### src/rtl/pay_arb_pkg.sv
// rtl/pay_arb_pkg.sv - shared state encoding and constants for the payment terminal arbiter
package pay_arb_pkg;

  localparam int         NLANES_MAX = 8;
  localparam logic [7:0] CNT_MAX    = 8'd255;

  typedef enum logic [1:0] {
    IDLE   = 2'd0,
    START  = 2'd1,
    BUSY   = 2'd2,
    REPORT = 2'd3
  } arb_state_e;

endpackage

### src/rtl/rr_picker.sv
// rtl/rr_picker.sv - combinational round-robin chooser, search starts one past ptr and wraps
module rr_picker
  import pay_arb_pkg::*;
#(
  parameter int N  = 4,
  parameter int LW = $clog2(N)
) (
  input  logic [N-1:0]  req,
  input  logic [LW-1:0] ptr,
  output logic          valid,
  output logic [LW-1:0] lane
);

  logic [LW-1:0] cand;

  // Walk from the farthest offset down so the nearest requester is written last and wins.
  always_comb begin
    valid = 1'b0;
    lane  = '0;
    cand  = '0;
    for (int i = N; i >= 1; i--) begin
      cand = LW'((int'(ptr) + i) % N);
      if (req[cand]) begin
        valid = 1'b1;
        lane  = cand;
      end
    end
  end

endmodule

### src/rtl/pay_terminal_arbiter.sv
// rtl/pay_terminal_arbiter.sv - round-robin sharing of one payment terminal between gate lanes
// Optional BUSY timeout built when PAY_ARB_TIMEOUT_EN is defined.
module pay_terminal_arbiter
  import pay_arb_pkg::*;
#(
  parameter int NLANES  = 4,
  parameter int TIMEOUT = 200,
  parameter int LANE_W  = $clog2(NLANES)
) (
  input  logic              clk_i,
  input  logic              reset_ni,
  input  logic [NLANES-1:0] req_i,
  input  logic              term_done_i,
  input  logic              term_ok_i,
  input  logic              cnt_reset_i,
  output logic              term_start_o,
  output logic              term_abort_o,
  output logic [LANE_W-1:0] term_lane_o,
  output logic [NLANES-1:0] grant_o,
  output logic [NLANES-1:0] pay_ok_o,
  output logic [NLANES-1:0] pay_fail_o,
  output logic              busy_o,
  output logic [7:0]        served_cnt_o
);

  localparam logic [LANE_W-1:0] PTR_RST = LANE_W'(NLANES - 1);

  arb_state_e        state_q, state_n;
  logic [LANE_W-1:0] lane_q, lane_n;
  logic [LANE_W-1:0] ptr_q, ptr_n;
  logic [LANE_W-1:0] pick_lane;
  logic              pick_valid;
  logic              result_q, result_n;
  logic              abort_q, abort_n;
  logic              timeout_hit;
  logic [7:0]        cnt_q;
  logic [NLANES-1:0] lane_oh;

  rr_picker #(.N(NLANES), .LW(LANE_W)) u_picker (
    .req   (req_i),
    .ptr   (ptr_q),
    .valid (pick_valid),
    .lane  (pick_lane)
  );

`ifdef PAY_ARB_TIMEOUT_EN
  localparam int            TW     = $clog2(TIMEOUT);
  localparam logic [TW-1:0] T_LAST = TW'(TIMEOUT - 1);

  logic [TW-1:0] tcnt_q;

  always_ff @(negedge clk_i or negedge reset_ni) begin
    if (!reset_ni)              tcnt_q <= '0;
    else if (state_q == BUSY)   tcnt_q <= tcnt_q + 1'b1;
    else                        tcnt_q <= '0;
  end

  assign timeout_hit = (tcnt_q == T_LAST);
`else
  assign timeout_hit = 1'b0;
`endif

  always_comb begin
    state_n  = state_q;
    lane_n   = lane_q;
    ptr_n    = ptr_q;
    result_n = result_q;
    abort_n  = 1'b0;
    case (state_q)
      IDLE: begin
        if (pick_valid) begin
          lane_n  = pick_lane;
          state_n = START;
        end
      end
      START: state_n = BUSY;
      BUSY: begin
        if (term_done_i) begin
          result_n = term_ok_i;
          state_n  = REPORT;
        end else if (!req_i[lane_q]) begin
          abort_n = 1'b1;
          state_n = IDLE;
        end else if (timeout_hit) begin
          abort_n  = 1'b1;
          result_n = 1'b0;
          state_n  = REPORT;
        end
      end
      REPORT: begin
        ptr_n   = lane_q;
        state_n = IDLE;
      end
      default: state_n = IDLE;
    endcase
  end

  always_ff @(negedge clk_i or negedge reset_ni) begin
    if (!reset_ni) begin
      state_q  <= IDLE;
      lane_q   <= '0;
      ptr_q    <= PTR_RST;
      result_q <= 1'b0;
      abort_q  <= 1'b0;
    end else begin
      state_q  <= state_n;
      lane_q   <= lane_n;
      ptr_q    <= ptr_n;
      result_q <= result_n;
      abort_q  <= abort_n;
    end
  end

  // Clear wins over a coinciding successful report.
  always_ff @(negedge clk_i or negedge reset_ni) begin
    if (!reset_ni)
      cnt_q <= '0;
    else if (cnt_reset_i)
      cnt_q <= '0;
    else if (state_q == REPORT && result_q && cnt_q != CNT_MAX)
      cnt_q <= cnt_q + 8'd1;
  end

  assign lane_oh      = {{(NLANES-1){1'b0}}, 1'b1} << lane_q;
  assign busy_o       = (state_q != IDLE);
  assign term_start_o = (state_q == START);
  assign term_abort_o = abort_q;
  assign term_lane_o  = busy_o ? lane_q : '0;
  assign grant_o      = busy_o ? lane_oh : '0;
  assign pay_ok_o     = (state_q == REPORT &&  result_q) ? lane_oh : '0;
  assign pay_fail_o   = (state_q == REPORT && !result_q) ? lane_oh : '0;
  assign served_cnt_o = cnt_q;

endmodule

### config.mk
export PLATFORM = sky130hd
export DESIGN_NAME = pay_terminal_arbiter
export DESIGN_NICKNAME = d
export VERILOG_FILES = /design/src/rtl/pay_arb_pkg.sv /design/src/rtl/rr_picker.sv /design/src/rtl/pay_terminal_arbiter.sv
export SDC_FILE = /design/constraint.sdc
export NUM_CORES = 1
export LEC_CHECK = 0
export CAP_MARGIN = 20
export CORE_MARGIN = 5
export CORE_UTILIZATION = 60
export DETAILED_ROUTE_END_ITERATION = 6
export DONT_BUFFER_PORTS = 1
export PLACE_DENSITY = 0.74
export SLEW_MARGIN = 20
export SYNTH_ARGS = -nofsm -noshare
export SYNTH_HDL_FRONTEND = slang
export SYNTH_SLANG_ARGS = --single-unit
### constraint.sdc
create_clock -name clk_i -period 2.85 [get_ports clk_i]
set_input_delay 0.285 -clock clk_i [delete_from_list [all_inputs] [get_ports clk_i]]
set_output_delay 0.285 -clock clk_i [all_outputs]
set_load 0.05 [all_outputs]
# Word-level counts from Yosys, hierarchy flattened
# Cells that the tools add are included.
word_totals:
  n_memories: 0
  input_bits: 9
  reg_bits: 16
  romBits: 0
  latchBits: 0
  ramBits: 0
classes:
  eq_ne: 6
  bitwise: 0
  shifts: 1
  multipliers: 0
  addsub: 5
  n_lt_le_gt_ge: 5
  div_mod_pow: 0
  mux: 31
  n_reduce_logical: 10
ops:
  columns: ["op", "n"]
  rows:
  - ["$mux W2", 8]
  - ["$mux W8", 2]
  - ["$lt A2 B3 Y1 const B", 5]
  - ["$mux W1", 12]
  - ["$mux W4", 3]
  - ["$bmux W1 S2", 5]
  - ["$add A8 B1 Y8 const B", 1]
  - ["$ne A8 B8 Y1 const B", 1]
  - ["$pmux W2 S4", 1]
  - ["$reduce_and A2 Y1", 3]
  - ["$add A2 B1 Y2 const B", 2]
  - ["$add A2 B2 Y2 const B", 2]
  - ["$eq A2 B2 Y1 const B", 2]
  - ["$reduce_bool A2 Y1", 2]
  - ["$shl A1 B2 Y4 const A", 1]
  - ["$logic_and A1 B1 Y1", 3]
  - ["$ne A3 B3 Y1 const B", 1]
  - ["$eq A2 B1 Y1 const B", 1]
  - ["$logic_not A2 Y1", 1]
  - ["$ne A2 B2 Y1 const B", 1]
  - ["$logic_not A1 Y1", 1]

# Logic depth before layout (Yosys ltp)
depth:
  depth_word: 9
  mapped_depth: 4
  ltp_nobuf: 4

# Cells and area by module
# Synthesis repeated with hierarchy kept, for this count alone.
hier_totals:
  cells_unflattened: 110
  area_unflattened_um2: 980.9
modules_own_cells:
  columns: ["module", "area_each_um2", "instances", "seq_area_each_um2", "cells_per_inst"]
  rows:
  - ["pay_terminal_arbiter", 889.6, 1, 402.9, 96]
  - ["rr_picker", 91.3, 1, 0.0, 14]

==> summary.txt <==
reg2reg end: served_cnt_o[4]
Synth area leaders: dfrtn_1, mux2_2, dfstp_2
non-filler cells in the finished layout: 162
H-tree levels: 1
Seq cells post-synth: 16
Initial Util: 61.35%
DR vias: 1206
largest area contributor in the netlist: dfrtn_1
Min-Delay Path Depth: 1
syn_nets: 120
status: finished, violations left
crit path DAT: 2.97 ns
maximum buffer depth of the clock tree: 2
CP Buf/Inv Count: 2
GR Overflow Total: 0
Seq/Total Area, Yosys: 39.32%
Fin. Hold Viols: 0
diode count: 0
DIE HEIGHT: 51.33 µm
Layout Skew: 0.08087 ns
commonest cells after routing, fill and taps aside: dfrtn_1, buf_4, buf_12
Post-Syn Area: 1025 µm²
CP Cell Sequence: nand2_2 -> or2_4 -> buf_12 -> nor2_4 -> buf_12
clk sinks: 16
Required @ worst endpoint: 2.57 ns
failing checks: negative setup slack
wire length of the first global-routing pass: 7.051 mm
Max VDD drop: 893.0 µV
Clock Tree Root: clkbuf_4
r2r startpoint: served_cnt_o[0]
Post-Route WL: 4.741 mm
HP Start: result_q
Pwr Density: 1154 nW/µm²
share of the synthesized area in the top cell type: 34.19%
wire length per cell: 29.27 µm
internal reg-to-reg setup slack: 0.56 ns
chip width: 51.33 µm
Crit Path Max Fanout: 3
Post-Syn Area per Cell: 9.316 µm²
worst slew pin tran: 0.6600 ns
Final TNS setup: -4.896 ns
final setup fails: 17
Vias/cell: 7.444
Min-Delay Endpoint: result_q
max-slew violations: 0
largest net degree at the start of global routing: 17
DR pass1 iterations: 6
Worst-path clk slew: 0.07 ns
initial antenna violation count: 0
clk_lat worst skew: 0.38 ns
Hold Path Class: flop to flop
Routability Congestion: 0.6973
slowest CP cell: dfrtn_1
critical path class: flop to output pin
crit-path leading delay family: simple AND/OR/NAND/NOR gates
Leakage Power: 0.0006900 µW
CTS tree: done
Worst Setup Start Kind: flop
IO Port Bufs: 0
number of core rows: 15
worst r2r path cells: 4
total power: 1877 µW
CP endpoint kind: output pin
overall routing resource usage: 36.78%
# IOs: 34
initial drt markers: 83
CTS buffer count: 3
nets: 156
Synth cell types: 37
Top cell by count, worst path: buf_12
MaxCap Viol Count: 0
antenna-violating nets left: 0
unrepaired setup endpoints after global routing: yes
DP Wirelength: 2.228 mm
Die ar.: 2634 µm²
Yosys warnings: 0
layout cell share with drive strength beyond 1: 50.34%
CP peak stage delay: 0.46 ns
Core Box Area: 1670 µm²
placed insts: 147
Final Worst Setup Slack: -0.4007 ns
area delta synth->final: 58.73%
relative slew slack: 56.00%
number of global-route vias before repair: 1295
DRC Markers: 0
Synth Instances: 110
## metrics by stage
stage / worst slack (ns) / utilization (%) / hold slack (ns) / instance area (µm²)
after floorplan: -0.1988 / - / 0.4749 / 1119
after global routing: -0.4237 / 97.38 / 0.6018 / 1627
after CTS: -0.3223 / 95.73 / 0.5505 / 1599
final: -0.4007 / 97.38 / 0.6223 / 1627
after detailed placement: -0.01487 / 86.82 / 0.5071 / 1450
after global placement: 0.01359 / 86.82 / 0.4988 / 1450
## worst max-delay path by stage
| stage | from | to | cells after the start |
|---|---|---|---|
| 2_1_floorplan | state_q[1] | pay_ok_o[1] | 2 |
| 3_3_place_gp | state_q[1] | pay_fail_o[0] | 4 |
| 3_5_place_dp | state_q[1] | pay_ok_o[0] | 5 |
| 4_1_cts | state_q[1] | pay_fail_o[0] | 4 |
| 5_1_grt | state_q[1] | pay_fail_o[3] | 5 |
| 6_report | state_q[1] | pay_fail_o[3] | 5 |
## flip-flops by register name (all words and copies together), names as in the netlist
name,cells
served_cnt_o,8
state_q,2
result_q,1
term_abort_o,1
lane_q,2
ptr_q,2
## power by group
part	switching, µW	internal [µW]	leakage [µW]
logic	716	594	0.000460
registers	117	299	0.000206
clock network	95.9	55.4	0.0000245
total	929	949	0.000690
## layer usage
metal	vias up	part of all wire, %	wire length [µm]	GRT usage (%)
met2	128	49	2344	65.24
met5	-	0	0	0
met4	0	7.6	360	17.03
met1	570	33	1554	41.80
met3	37	10	482	7.872
li1	471	-	-	-
## what timing repair did
| action | 4_1_cts | 5_1_grt |
|---|---|---|
| setup endpoints to repair | 18 | 17 |
| hold buffers | 0 | 0 |
| cloned | 0 | 0 |
| pin swaps | 2 | 2 |
| gates resized for setup | 16 | 2 |
| buffers inserted | 7 | 3 |
## cell families after synthesis
kind of cell | after synthesis | share of synthesized area [%]
adders and majority gates | 1 | 1.221
buffers and inverters | 10 | 4.761
muxes | 9 | 10.74
DFF | 16 | 39.32
AOI/OAI and AO/OA | 20 | 15.26
and+or+nand+nor | 54 | 28.69
## Yosys cell counts
cell type / number
a22o_1: 1
nand3_1: 4
a21oi_1: 4
and3_1: 4
nand4_1: 2
or2b_1: 1
inv_1: 4
a311oi_1: 3
and4_1: 1
o21ai_0: 1
dfrtn_1: 14
mux2i_1: 2
clkbuf_1: 2
o21a_1: 1
and2_1: 2
nor4_1: 1
nor2_1: 14
o32ai_1: 2
buf_2: 3
dfstp_2: 2
mux4_2: 1
nand2_1: 4
a311oi_2: 1
o31a_1: 1
nand2b_1: 6
or2_2: 1
nand3b_1: 1
a211oi_1: 2
nor3_1: 4
o21bai_1: 2
nor2b_1: 7
buf_6: 1
mux2_2: 6
and3_2: 1
a41oi_1: 2
and4b_2: 1
ha_1: 1
## area by class of cell
| type | instances | area, µm² |
|---|---|---|
| clock buffers | 3 | 22.52 |
| repair buffers | 36 | 455.4 |
| well taps | 17 | 21.27 |
| multi-input cells | 84 | 700.7 |
| fillers | 22 | 43.79 |
| inverters | 3 | 11.26 |
| clock inverters | 3 | 12.51 |
| flip-flops and latches | 16 | 402.9 |
Note: power is estimated with default switching activity, not from simulation.
